==> config.mk <==
export PLATFORM = sky130hd
export DESIGN_NAME = mem_port_arbiter
export DESIGN_NICKNAME = d
export VERILOG_FILES = /design/src/rtl/pipeline_pkg.sv /design/src/rtl/mem_port_arbiter.sv
export SDC_FILE = /design/constraint.sdc
export NUM_CORES = 1
export LEC_CHECK = 0
export ABC_AREA = 1
export CAP_MARGIN = 15
export CORE_ASPECT_RATIO = 1.4
export CORE_MARGIN = 8
export CORE_UTILIZATION = 55
export CTS_CLUSTER_SIZE = 10
export DETAILED_ROUTE_END_ITERATION = 10
export DONT_BUFFER_PORTS = 1
export PLACE_DENSITY = 0.74
export RECOVER_POWER = 25
export SLEW_MARGIN = 15
export SYNTH_ARGS = -nofsm -noshare
export SYNTH_HDL_FRONTEND = slang
export SYNTH_SLANG_ARGS = --single-unit
==> constraint.sdc <==
create_clock -name clk -period 2.2 [get_ports clk]
set_clock_uncertainty 0.2 [all_clocks]
set_input_delay 0.44 -clock clk [delete_from_list [all_inputs] [get_ports clk]]
set_output_delay 0.44 -clock clk [all_outputs]
set_load 0.05 [all_outputs]
==> src/rtl/pipeline_pkg.sv <==
// Shared types for the unified memory port arbiter: FSM states, port owners
// and the round-robin pick used when fetch and data requests collide.
package pipeline_pkg;

    localparam int LAT_CNT_W = 4;

    typedef enum logic {ST_IDLE, ST_BUSY} state_t;

    typedef enum logic {OWN_IF = 1'b0, OWN_DM = 1'b1} owner_t;

    // On a collision the port that was not served last wins.
    function automatic owner_t rr_pick(input logic elig_if, input logic elig_dm,
                                       input owner_t last_owner);
        if (elig_if && elig_dm)
            return (last_owner == OWN_IF) ? OWN_DM : OWN_IF;
        return elig_dm ? OWN_DM : OWN_IF;
    endfunction

endpackage

==> src/rtl/mem_port_arbiter.sv <==
// Sequences one single-ported memory shared by the IF and MEM pipeline stages:
// one transaction at a time, fixed latency, one-cycle ack, per-stage stalls.
module mem_port_arbiter
    import pipeline_pkg::*;
#(
    parameter int ADDR_W  = 32,
    parameter int DATA_W  = 32,
    parameter int MEM_LAT = 1
) (
    input  logic              clk,
    input  logic              reset,
    input  logic              if_req,
    input  logic [ADDR_W-1:0] if_addr,
    output logic              if_ack,
    output logic [DATA_W-1:0] if_rdata,
    input  logic              dm_req,
    input  logic              dm_we,
    input  logic [ADDR_W-1:0] dm_addr,
    input  logic [DATA_W-1:0] dm_wdata,
    output logic              dm_ack,
    output logic [DATA_W-1:0] dm_rdata,
    output logic              stall_if,
    output logic              stall_mem,
    output logic              mem_en,
    output logic              mem_we,
    output logic [ADDR_W-1:0] mem_addr,
    output logic [DATA_W-1:0] mem_wdata,
    input  logic [DATA_W-1:0] mem_rdata
);

    localparam logic [LAT_CNT_W-1:0] LAT_INIT = LAT_CNT_W'(MEM_LAT);
    localparam logic [LAT_CNT_W-1:0] CNT_ONE  = LAT_CNT_W'(1);

    state_t               state;
    logic [LAT_CNT_W-1:0] cnt;
    owner_t               owner;
    owner_t               last_owner;
    logic                 cur_store;
    logic                 elig_if;
    logic                 elig_dm;
    owner_t               pick;

    // A port is never re-granted in its own ack cycle.
    assign elig_if = if_req & ~if_ack;
    assign elig_dm = dm_req & ~dm_ack;
    assign pick    = rr_pick(elig_if, elig_dm, last_owner);

    // Stalls are gated by reset so every output reads 0 while reset is held.
    assign stall_if  = reset & if_req & ~if_ack;
    assign stall_mem = reset & dm_req & ~dm_ack;

    always_ff @(posedge clk or negedge reset) begin
        if (!reset) begin
            state      <= ST_IDLE;
            cnt        <= '0;
            owner      <= OWN_IF;
            last_owner <= OWN_IF;
            cur_store  <= 1'b0;
            if_ack     <= 1'b0;
            dm_ack     <= 1'b0;
            if_rdata   <= '0;
            dm_rdata   <= '0;
            mem_en     <= 1'b0;
            mem_we     <= 1'b0;
            mem_addr   <= '0;
            mem_wdata  <= '0;
        end else begin
            mem_en <= 1'b0;
            mem_we <= 1'b0;
            if_ack <= 1'b0;
            dm_ack <= 1'b0;
            case (state)
                ST_IDLE: begin
                    if (elig_if || elig_dm) begin
                        state      <= ST_BUSY;
                        cnt        <= LAT_INIT;
                        owner      <= pick;
                        last_owner <= pick;
                        mem_en     <= 1'b1;
                        if (pick == OWN_DM) begin
                            mem_we    <= dm_we;
                            mem_addr  <= dm_addr;
                            mem_wdata <= dm_wdata;
                            cur_store <= dm_we;
                        end else begin
                            mem_we    <= 1'b0;
                            mem_addr  <= if_addr;
                            cur_store <= 1'b0;
                        end
                    end
                end
                ST_BUSY: begin
                    // Count 1 marks the cycle in which mem_rdata is valid.
                    if (cnt == CNT_ONE) begin
                        state <= ST_IDLE;
                        cnt   <= '0;
                        if (owner == OWN_IF) begin
                            if_ack   <= 1'b1;
                            if_rdata <= mem_rdata;
                        end else begin
                            dm_ack <= 1'b1;
                            if (!cur_store)
                                dm_rdata <= mem_rdata;
                        end
                    end else begin
                        cnt <= cnt - CNT_ONE;
                    end
                end
                default: state <= ST_IDLE;
            endcase
        end
    end

endmodule

**Word-level counts from Yosys, hierarchy flattened**

Index checks and enable logic that the tools add are counted.
W data, S select, Z words.

- Register bits after elaboration: 139
- Latch bits: 0
- RAM bits: 0
- Bits in read-only memories: 0
- Bits of input ports: 133
- Output and inout port bits: 134
- Word-level logic and storage cells: 53
- Memories: 0

- Add/subtract/negate cells: 1
- $mul: 0
- Div/mod/pow operators: 0
- Order comparisons: 0
- Equality and inequality tests: 2
- Shift operators: 0
- Mux-type cells: 21
- Bitwise gates (word level): 11
- Reduce and logical (&&, ||, !) cells: 6

Operator list:

| operator | number |
|---|---|
| $mux W32 | 1 |
| $mux W1 | 16 |
| $mux W4 | 2 |
| $pmux W4 S2 | 1 |
| $and A1 B1 Y1 | 6 |
| $reduce_and A3 Y1 | 2 |
| $not A1 Y1 | 5 |
| $eq A4 B1 Y1 const B | 1 |
| $reduce_and A4 Y1 | 1 |
| $sub A4 B1 Y4 const B | 1 |
| $ne A2 B2 Y1 const B | 1 |
| $pmux W1 S2 | 1 |
| $reduce_and A2 Y1 | 1 |
| $logic_and A1 B1 Y1 | 1 |
| $logic_or A1 B1 Y1 | 1 |

**Depth between registers and ports, before layout**

Gate-level depths: netlist (run 1).

- Depth in word-level cells: 8
- Mapped depth: 9
- Gate-level depth less buffers: 8

**Worst setup path before layout (run 1)**

OpenSTA, ideal clock, no wires.

- Kind: register -> output
- From: register if_ack
- To: output port stall_if
- Arrival: 1.497 ns
- Data required time: 1.560 ns
- Slack: 0.063 ns
- Cell stages (with the launch flop): 4
- Path buffers: 0
- Cells stage by stage: dfrtp_1 inv_1 nand2_1 nor2_1

- Word-level cells in the longest chain between the ends: 2

Ends and longest elaborated chain:

| item | line | source |
|---|---|---|
| start: declaration | mem_port_arbiter.sv:14 | `output logic if_ack,` |
| start signal: assignment | mem_port_arbiter.sv:59 | `if_ack <= 1'b0;` |
| start signal: assignment | mem_port_arbiter.sv:70 | `if_ack <= 1'b0;` |
| start signal: assignment | mem_port_arbiter.sv:98 | `if_ack <= 1'b1;` |
| $not A1 Y1 | mem_port_arbiter.sv:49 | `assign stall_if = reset & if_req & ~if_ack;` |
| $and A1 B1 Y1 | mem_port_arbiter.sv:49 |  |
| end: declaration | mem_port_arbiter.sv:22 | `output logic stall_if,` |

Every way passes these cells.

**Worst setup path after layout (run 1)**

- From: register dm_ack
- To: output port stall_mem

- Word-level cells in the longest chain between the ends: 2

Ends and longest elaborated chain:

| item | line | source |
|---|---|---|
| start: declaration | mem_port_arbiter.sv:20 | `output logic dm_ack,` |
| start signal: assignment | mem_port_arbiter.sv:60 | `dm_ack <= 1'b0;` |
| start signal: assignment | mem_port_arbiter.sv:71 | `dm_ack <= 1'b0;` |
| start signal: assignment | mem_port_arbiter.sv:101 | `dm_ack <= 1'b1;` |
| $not A1 Y1 | mem_port_arbiter.sv:50 | `assign stall_mem = reset & dm_req & ~dm_ack;` |
| $and A1 B1 Y1 | mem_port_arbiter.sv:50 |  |
| end: declaration | mem_port_arbiter.sv:23 | `output logic stall_mem,` |

Every way passes these cells.

==> results of run 1 <==
==> power groups by stage <==
stage | combinational, mW | clock (mW) | sequential (mW)
finish | 2.84 | 3.12 | 8.84
global route | 3.26 | 3.29 | 8.99
CTS | 2.83 | 3.18 | 8.86
detailed placement | 2.73 | 0 | 8.89
global placement | 2.53 | 0 | 8.89
floorplan | 2.15 | 0 | 8.49
==> timing repair <==
action	CTS	global route
endpoints found under the hold margin	231	139
buffers inserted	0	0
resized for setup	0	0
==> kinds of logic (layout without fill, tap and decap cells) <==
group,Yosys count,count (layout),synth area share (%)
compound gates,50,50,4.436
xor+xnor,1,1,0.1472
fa+ha+maj,2,2,0.4205
buf+inv,128,204,8.642
flops,139,139,58.45
other cells,0,1,0
simple gates,407,407,27.90
==> layout by cell type, fill, tap and decap left out, types with 6 or more instances in the layout <==
cell	instances
nand2_1	313
inv_2	6
nor2_1	17
dlygate4sd3_1	65
nand3_1	68
a21oi_1	12
inv_1	86
dfrtp_1	139
o21ai_0	34
clkbuf_16	17
buf_4	14
==> sequential cells by signal (all words and copies together), names as in the netlist <==
name and count:
dm_rdata 32, if_rdata 32, mem_addr 32, mem_wdata 32, cnt 4, cur_store 1
dm_ack 1, if_ack 1, last_owner 1, mem_en 1, mem_we 1, state 1
==> stage by stage <==
stage / hold WS (ps) / setup slack (ps)
after detailed placement: -51.73 / 456.9
after global placement: -51.78 / 559.7
after global routing: -504.2 / 58.55
final: -477.8 / 114.4
after CTS: -499.7 / 97.48
after floorplan: -55.59 / 63.17
==> layer usage <==
layer  part of all wire, %  GRT usage, %
met4                   3.6         11.86
met2                    53         41.29
met3                   9.8         9.907
met5                     0             0
met1                    34         23.98
==> final cells by class <==
type	count	area (um2)	area share, %
inverters	92	345.3	4.675
clock buffers	19	432.9	5.860
well taps	141	176.4	2.388
flip-flops and latches	139	3478	47.09
clock inverters	13	217.7	2.947
repair buffers	80	775.7	10.50
diodes	1	2.502	0.03388
multi-input cells	460	1958	26.51
==> path summary, 6_finish.rpt <==
check | start | end | cells after the start
min in group clk | if_addr[28] | mem_addr[28] | 4
setup reg to reg | cnt[1] | dm_rdata[8] | 7
hold reg to reg | cur_store | cur_store | 2
max in group asynchronous | reset | if_rdata[29] | 0
hold / removal | reset | mem_wdata[2] | 0
setup / recovery | dm_ack | stall_mem | 4
==> critical path: stages, from the launching register on <==
cell and delay [ps]:
dfrtp_1 460, inv_1 80, nand2_1 130, nor2_1 140
buf_4 220
==> run metrics, run 1 <==
status=finished with violations; maximum number of pins on one net before global-route repair=around 140; proportion of register bits with asynchronous set or reset after synthesis=100.0%; initial cell density of the core=around 56%; number of clock sinks seen by CTS=between 100 and 150; VDD IR max=about 1.2 mV; post-layout minimum cycle time=about 2100 ps; setup-violating endpoint count in the final report=0; flip-flop cell with the highest count after synthesis=dfrtp_1; total clock buffers created by CTS=17; kind of start point of the critical path=register; Commonest cells post-synth=nand2_1 (313), dfrtp_1 (139), inv_1 (86); antenna violations before repair=1; CTS tree=yes; max-slew headroom at the worst pin=61.54%; tightest hold margin=-477.8 ps; part of the total power dissipated in the clock network=approximately a fifth; Fin Setup TNS=0 ps; die boundary height=~140 um; routability congestion estimate=around 0.82; total count of hold-check failures in the final report=about 140; synth top area cells=dfrtp_1 (58%), nand2_1 (20%), nand3_1 (5.7%); leakage power=3.963 nW; die area=about 14,000 um2; setup slack of the most critical reg-to-reg path=390 ps; top cell type by total area after synthesis=dfrtp_1; Finished Layout Cells=approximately 950; Post-Syn Area=a little under 6000 um2; nets=roughly 900; maximum fanout encountered on the critical timing path=4; drt initial violations=253; sequential share of power=roughly three fifths; Worst-Skew Late Latency=~400 ps; floorplan die width=slightly above 100 um; final non-filler cell area=between 7000 and 8000 um2; unrepaired setup endpoints after global routing=no; number of flip-flops and latches in the synthesized netlist=139; via count of the first global-routing pass=roughly 5,300; area of the core=about 11,000 um2; remaining routing DRC violations=0; net switching share of the total power=a little over half; power density over the cells=between 2000 and 2500 nW/um2; layout overhead on the synthesized area=24.14%; slew at the pin closest to its max-slew limit=about 580 ps; DR vias/cell=approximately 5.3; detailed placer's ending HPWL=about 12 mm; number of top-level pins=267; part of the total power dissipated in combinational logic=19.2%; number of synthesized flops with an enable pin=0; Avg Inst Size Synth=around 8.2 um2; clock transition at the registers of the reported paths=60 ps; period utilisation layout=a little over nine tenths; critical path endpoint category=output pin; quantity of hold-fixing buffers added after cts=between 60 and 70; Post-Place Cell Area=6083 um2; DR pass1 iterations=5; max-slew violations=0; utilization of the core after routing=69.05%; Crit path arrival time=about 1500 ps; maximum clock path buffer count=2; # placed instances=847; all-layer global routing usage=a little under a quarter; number of synthesis warnings=0; average wire per cell in the routed design=around 18 um; syn nets=862; area share of the leading cell type in the synthesized netlist=between 50% and 60%; upper clock frequency limit=between 400 and 500 MHz; violated checks=negative hold slack; switching pwr=between 8 and 9 mW; Site Rows=45; required time at the worst-slack endpoint=between 1500 and 2000 ps; Overflow after GRT=0; Root Buffer Master=clkbuf_16; aggregate routed wire length=between 15 and 20 mm; number of I/O port buffers=0; kind of path behind the tightest hold check=primary input to async pin; most frequently used cell type in the post-synthesis netlist=nand2_1; via count=roughly 5,000; ANT nets after route=0; sequential fraction of the synthesis area=between 50% and 60%; WS Path Type=register to output pin; Cell Int Power=just under 7 mW; max capacitance violation total=0; number of distinct library cells after synthesis=22; CTS HTree Levels=4; proportion of layout cells with a drive suffix above 1=roughly 7.3%; cell count after synthesis=between 700 and 800; Filler cells=roughly 800; first-pass GRT wire length=approximately 28 mm; post-layout total power=14.80 mW
No activity file was read; power rests on OpenSTA's default activity.
==> run 2: changes to the inputs <==
- CTS_CLUSTER_DIAMETER: not set -> 40
- SLEW_MARGIN: 15 -> 30
==> results of run 2 <==
Same layout as run 1: the final DEF is identical, and so are final timing and power.
